===== config.mk =====
export PLATFORM = sky130hd
export DESIGN_NAME = mem_arbiter
export DESIGN_NICKNAME = d
export VERILOG_FILES = /design/src/rtl/mem_arbiter.sv
export SDC_FILE = /design/constraint.sdc
export NUM_CORES = 1
export LEC_CHECK = 0
export BUFFER_PORTS_ARGS = -buffer_cell sky130_fd_sc_hd__buf_2
export CAP_MARGIN = 20
export CORE_AREA = 3 3 122 124
export DETAILED_ROUTE_END_ITERATION = 10
export DIE_AREA = 0 0 125 127
export PLACE_DENSITY = 0.59
export SLEW_MARGIN = 40
export SYNTH_ARGS = -nofsm -noshare
export SYNTH_HDL_FRONTEND = slang
export SYNTH_SLANG_ARGS = --single-unit
export TNS_END_PERCENT = 5

===== constraint.sdc =====
create_clock -name clk -period 3.8 [get_ports clk]
set_input_delay 0.76 -clock clk [delete_from_list [all_inputs] [get_ports clk]]
set_output_delay 0.76 -clock clk [all_outputs]
set_load 0.03 [all_outputs]

===== src/rtl/mem_arbiter.sv =====
// mem_arbiter: shares one memory/bus slave port between the instruction
// fetch unit (IFU) and the load/store unit (LSU). A three-state FSM owns the
// port for a whole request/response transaction. Grants are round-robin or
// fixed LSU priority, and a sticky watchdog flags a slave that never answers.
module mem_arbiter #(
    parameter int ADDR_W      = 32,
    parameter int DATA_W      = 32,
    parameter int RR_MODE     = 1,
    parameter int HANG_CYCLES = 1024
) (
    input  logic                clk,
    input  logic                rst,

    // IFU request / response
    input  logic                ifu_req_valid,
    output logic                ifu_req_ready,
    input  logic [ADDR_W-1:0]   ifu_addr,
    input  logic                ifu_wen,
    input  logic [DATA_W-1:0]   ifu_wdata,
    input  logic [DATA_W/8-1:0] ifu_wmask,
    output logic                ifu_resp_valid,
    input  logic                ifu_resp_ready,
    output logic [DATA_W-1:0]   ifu_rdata,

    // LSU request / response
    input  logic                lsu_req_valid,
    output logic                lsu_req_ready,
    input  logic [ADDR_W-1:0]   lsu_addr,
    input  logic                lsu_wen,
    input  logic [DATA_W-1:0]   lsu_wdata,
    input  logic [DATA_W/8-1:0] lsu_wmask,
    output logic                lsu_resp_valid,
    input  logic                lsu_resp_ready,
    output logic [DATA_W-1:0]   lsu_rdata,

    // Slave request / response
    output logic                s_req_valid,
    input  logic                s_req_ready,
    output logic [ADDR_W-1:0]   s_addr,
    output logic                s_wen,
    output logic [DATA_W-1:0]   s_wdata,
    output logic [DATA_W/8-1:0] s_wmask,
    input  logic                s_resp_valid,
    output logic                s_resp_ready,
    input  logic [DATA_W-1:0]   s_rdata,

    // Status
    output logic [1:0]          grant,
    output logic                hang
);

    // Counter wide enough to hold HANG_CYCLES itself; it saturates there.
    localparam int CNT_W = $clog2(HANG_CYCLES + 1);
    localparam logic [CNT_W-1:0] HANG_MAX = CNT_W'(HANG_CYCLES);

    typedef enum logic [1:0] {
        IDLE = 2'd0,
        REQ  = 2'd1,
        RESP = 2'd2
    } state_t;

    state_t           state;
    state_t           state_next;
    logic [1:0]       grant_next;
    logic             last_lsu;       // 1: LSU was served last, 0: IFU
    logic             last_lsu_next;
    logic [CNT_W-1:0] wd_cnt;
    logic [CNT_W-1:0] wd_cnt_next;
    logic             hang_next;
    logic             req_valid_sel;
    logic             resp_ready_sel;

    // State, owner, fairness history and watchdog registers
    always_ff @(posedge clk or posedge rst) begin
        if (rst) begin
            state    <= IDLE;
            grant    <= 2'b00;
            last_lsu <= 1'b0;
            wd_cnt   <= '0;
            hang     <= 1'b0;
        end else begin
            state    <= state_next;
            grant    <= grant_next;
            last_lsu <= last_lsu_next;
            wd_cnt   <= wd_cnt_next;
            hang     <= hang_next;
        end
    end

    // Watchdog: counts cycles spent owning the slave, saturating at the limit;
    // the flag is sticky and never aborts the transaction.
    always_comb begin
        wd_cnt_next = wd_cnt;
        if (state == IDLE) begin
            wd_cnt_next = '0;
        end else if (wd_cnt != HANG_MAX) begin
            wd_cnt_next = wd_cnt + CNT_W'(1);
        end
        hang_next = hang | (wd_cnt_next == HANG_MAX);
    end

    // Next-state, grant selection and the request/response crossbar
    always_comb begin
        state_next     = state;
        grant_next     = grant;
        last_lsu_next  = last_lsu;

        ifu_req_ready  = 1'b0;
        lsu_req_ready  = 1'b0;
        ifu_resp_valid = 1'b0;
        lsu_resp_valid = 1'b0;
        ifu_rdata      = '0;
        lsu_rdata      = '0;
        s_req_valid    = 1'b0;
        s_addr         = '0;
        s_wen          = 1'b0;
        s_wdata        = '0;
        s_wmask        = '0;
        s_resp_ready   = 1'b0;

        req_valid_sel  = grant[1] ? lsu_req_valid  : (grant[0] & ifu_req_valid);
        resp_ready_sel = grant[1] ? lsu_resp_ready : (grant[0] & ifu_resp_ready);

        case (state)
            IDLE: begin
                // Grant is registered here so no m_req_valid reaches the slave
                // combinationally in the same cycle.
                if (ifu_req_valid && lsu_req_valid) begin
                    state_next = REQ;
                    if ((RR_MODE != 0) && last_lsu) begin
                        grant_next = 2'b01;
                    end else begin
                        grant_next = 2'b10;
                    end
                end else if (lsu_req_valid) begin
                    state_next = REQ;
                    grant_next = 2'b10;
                end else if (ifu_req_valid) begin
                    state_next = REQ;
                    grant_next = 2'b01;
                end
            end

            REQ: begin
                s_req_valid   = req_valid_sel;
                s_addr        = grant[1] ? lsu_addr  : ifu_addr;
                s_wen         = grant[1] ? lsu_wen   : ifu_wen;
                s_wdata       = grant[1] ? lsu_wdata : ifu_wdata;
                s_wmask       = grant[1] ? lsu_wmask : ifu_wmask;
                ifu_req_ready = grant[0] & s_req_ready;
                lsu_req_ready = grant[1] & s_req_ready;
                if (req_valid_sel && s_req_ready) begin
                    state_next = RESP;
                end
            end

            RESP: begin
                ifu_resp_valid = grant[0] & s_resp_valid;
                lsu_resp_valid = grant[1] & s_resp_valid;
                s_resp_ready   = resp_ready_sel;
                ifu_rdata      = s_rdata;
                lsu_rdata      = s_rdata;
                if (s_resp_valid && resp_ready_sel) begin
                    state_next    = IDLE;
                    grant_next    = 2'b00;
                    last_lsu_next = grant[1];
                end
            end

            default: begin
                state_next = IDLE;
                grant_next = 2'b00;
            end
        endcase
    end

endmodule


==> metrics.txt <==
Detailed Route Iter0 Violations 107; wire per inst 14.7 µm; placed inst area 4090 µm²; most common flop cell mapped by yosys dfrtp_1; later-pin clock latency in the skew report 0.25 ns; number of flops mapped to enable cells by yosys 0; count of different cell masters after synthesis 39; critical-path maximum fanout 33; setup clock skew after layout 0.00225 ns; kind of start point of the critical path register; post-synthesis compound-gate area fraction 4.91%; mux cell area share after synthesis 27.8%; Post-DP HPWL 10200 µm; kind of critical path reg2out; buffers inserted during post-CTS setup optimization 0; number of detailed-route iterations in the first pass 4; number of register bits inferred by synthesis 17; unrepaired setup endpoints after global routing no; slew at the pin closest to its max-slew limit 0.666 ns; largest net degree at the start of global routing 51; Core Box Area 13900 µm²; PwrDens roughly 160 nW/µm²; number of buffers created by CTS 3; Total Neg Setup Slack 0 ns; Post-route DRC 0; arrival time at the worst endpoint 2.02 ns; worst IR drop on VDD 0.000132 V; simple-gate share of the synthesized area 31.6%; synthesized-area fraction occupied by adder cells 0.992%; Overall Global Routing Usage 13.0%; yosys synthesis warning count 0; largest buffer count on any clock path 2; summed area of non-filler cells in the final layout around 4200 µm²; PnR worst setup slack 1.02 ns; FF-to-FF End hang; post-synth design cell area 2520 µm²; number of global-route vias before repair a little over 3000; total power draw ~650 µW; horizontal die dimension 125 µm; nature of the critical path endpoint primary output; placement-stage worst setup slack approximately 1.3 ns; outcome complete, no violations; top achievable clock speed 359 MHz; total number of H-tree levels 1; gr ovfl total 0; hold_ws 0.455 ns; residual antenna-violating net count after detailed routing 0; total count of max-transition violations in the final report 0; initial antenna violation count 3; area growth from synthesis to final layout 65.0%; post-detailed-route via-to-cell ratio about 4.2; share of the yosys chip area belonging to registers around 17%; combinational family with the most area after synthesis simple AND/OR/NAND/NOR gates; DIE AREA 15900 µm²; cell at the root of the clock tree clkbuf_16; share of synthesized registers carrying an async set or reset between 90% and 100%; average size of a mapped cell between 7 and 8 µm²; worst slew slack as a fraction of its limit between 50% and 60%; internal reg-to-reg setup slack 1.90 ns; Hold Path Sink hang; proportion of layout cells with a drive suffix above 1 a little under three fifths; die span in y 127 µm; number of primary I/O pins 320; via count 3319; Initial Utilization 18.2%; source of the worst hold timing path hang; clock slew at the register clock pins of the worst setup and hold paths 0.05 ns; Post-Syn Nets 517; Clock Sink Count 17; wire length of the first global-routing pass 16500 µm; Final GP Congestion 0.769; count of mapped cells out of synthesis 337; Pleak 0.00227 µW; min Tclk post-route roughly 2.8 ns; Post-Route WL 11700 µm; top library cells by usage in the layout, fill and taps aside buf_2, nor2_1, mux2i_1; max-capacitance violation count 0; count of endpoints failing hold in the final timing report 0; Worst Reg2Reg Path Length in Cells 7; CTS Hold Buffers Added 0; Crit Reg-Reg Startpoint wd_cnt[0]; fill count 1566; count of input and output buffers approximately 320; TritonCTS clock tree done; NumNets Final 796; number of diodes added for antenna fixing 0; post-CTS resize count 0; most common cell after layout, fill and taps aside buf_2; Data required, critical path between 3 and 4 ns; number of cells on the worst hold path 2; Final period util between 70 and 80%; number of placement rows 43; kind of path behind the tightest hold check reg2reg; XOR/XNOR share of the synthesized area 3.82%; number of setup violations in the final report 0
==> power by group <==
part	switching (µW)	internal [µW]	total [µW]
Combinational	146	108	254
Sequential	0	181	181
Clock	71.7	143	214
==> final cells by class <==
class                      instances  area (µm²)  area share [%]
tap                              180         225            5.41
sequential                        17         429            10.3
clock buffer                       4        78.8            1.89
timing repair buffer             326        1660            39.9
multi-input combinational        262        1750            41.9
inverter                           6        22.5           0.541
==> synth_stat cells (2+ instances only) <==
cell | number | area share (%)
xor2_1 | 4 | 1.4
clkbuf_1 | 11 | 1.6
nor2_1 | 90 | 13
and2_1 | 33 | 8.2
a22o_1 | 2 | 0.69
xnor2_1 | 7 | 2.4
and3_1 | 6 | 1.5
inv_1 | 6 | 0.89
nand2b_1 | 2 | 0.50
nor4b_2 | 2 | 1.2
nor2b_1 | 3 | 0.74
nand3_1 | 5 | 0.99
nand3_2 | 2 | 0.79
nand2_1 | 7 | 1.0
ha_1 | 2 | 0.99
a21oi_1 | 4 | 0.79
buf_2 | 7 | 1.4
nand3b_1 | 2 | 0.59
buf_4 | 32 | 9.5
o22ai_1 | 3 | 0.74
dfrtp_1 | 17 | 17
nor3_1 | 5 | 0.99
mux2i_1 | 69 | 27
==> cells by family (layout without fill, tap and decap cells) <==
kind of cell / after synthesis / count (layout)
and+or+nand+nor: 162 / 162
muxes: 70 / 70
buffers and inverters: 58 / 336
AOI/OAI and AO/OA: 17 / 17
DFF: 17 / 17
xor gates and xnor gates: 11 / 11
adders and majority gates: 2 / 2
==> metal layers <==
metal / track usage [%] / vias to the layer above / share of wire (%)
met5: 0 / - / 0
met4: 2.74 / 0 / 1.3
met3: 1.34 / 14 / 7.1
met2: 25.4 / 220 / 54
met1: 15.2 / 1442 / 38
li1: - / 1643 / -
==> per-stage QoR <==
stage | util [%] | cells
after floorplan | - | 337
after global placement | 29.3 | 790
after detailed placement | 29.4 | 791
after CTS | 30.0 | 795
after global routing | 30.0 | 795
final | 30.0 | 795
==> worst max-delay path, cell delays in order, from the launching register on <==
cell     delay (ns)
dfrtp_4        0.71
buf_12         0.29
buf_4          0.28
mux2i_1        0.22
nor2_1         0.06
buf_2          0.18
==> worst max path at each step <==
stage	startpoint	depth (start not counted)	to
after global placement	grant[1]	4	s_addr[28]
final	grant[1]	5	s_addr[22]
after detailed placement	grant[1]	5	s_addr[22]
after global routing	grant[1]	5	s_addr[19]
after floorplan	grant[1]	4	s_addr[0]
after CTS	grant[1]	5	s_addr[22]
==> flip-flops by register name (all words and copies together), names as in the netlist <==
name / flops
hang: 1
grant: 2
state: 2
last_lsu: 1
wd_cnt: 11
No activity file was read; power rests on OpenSTA's default activity.
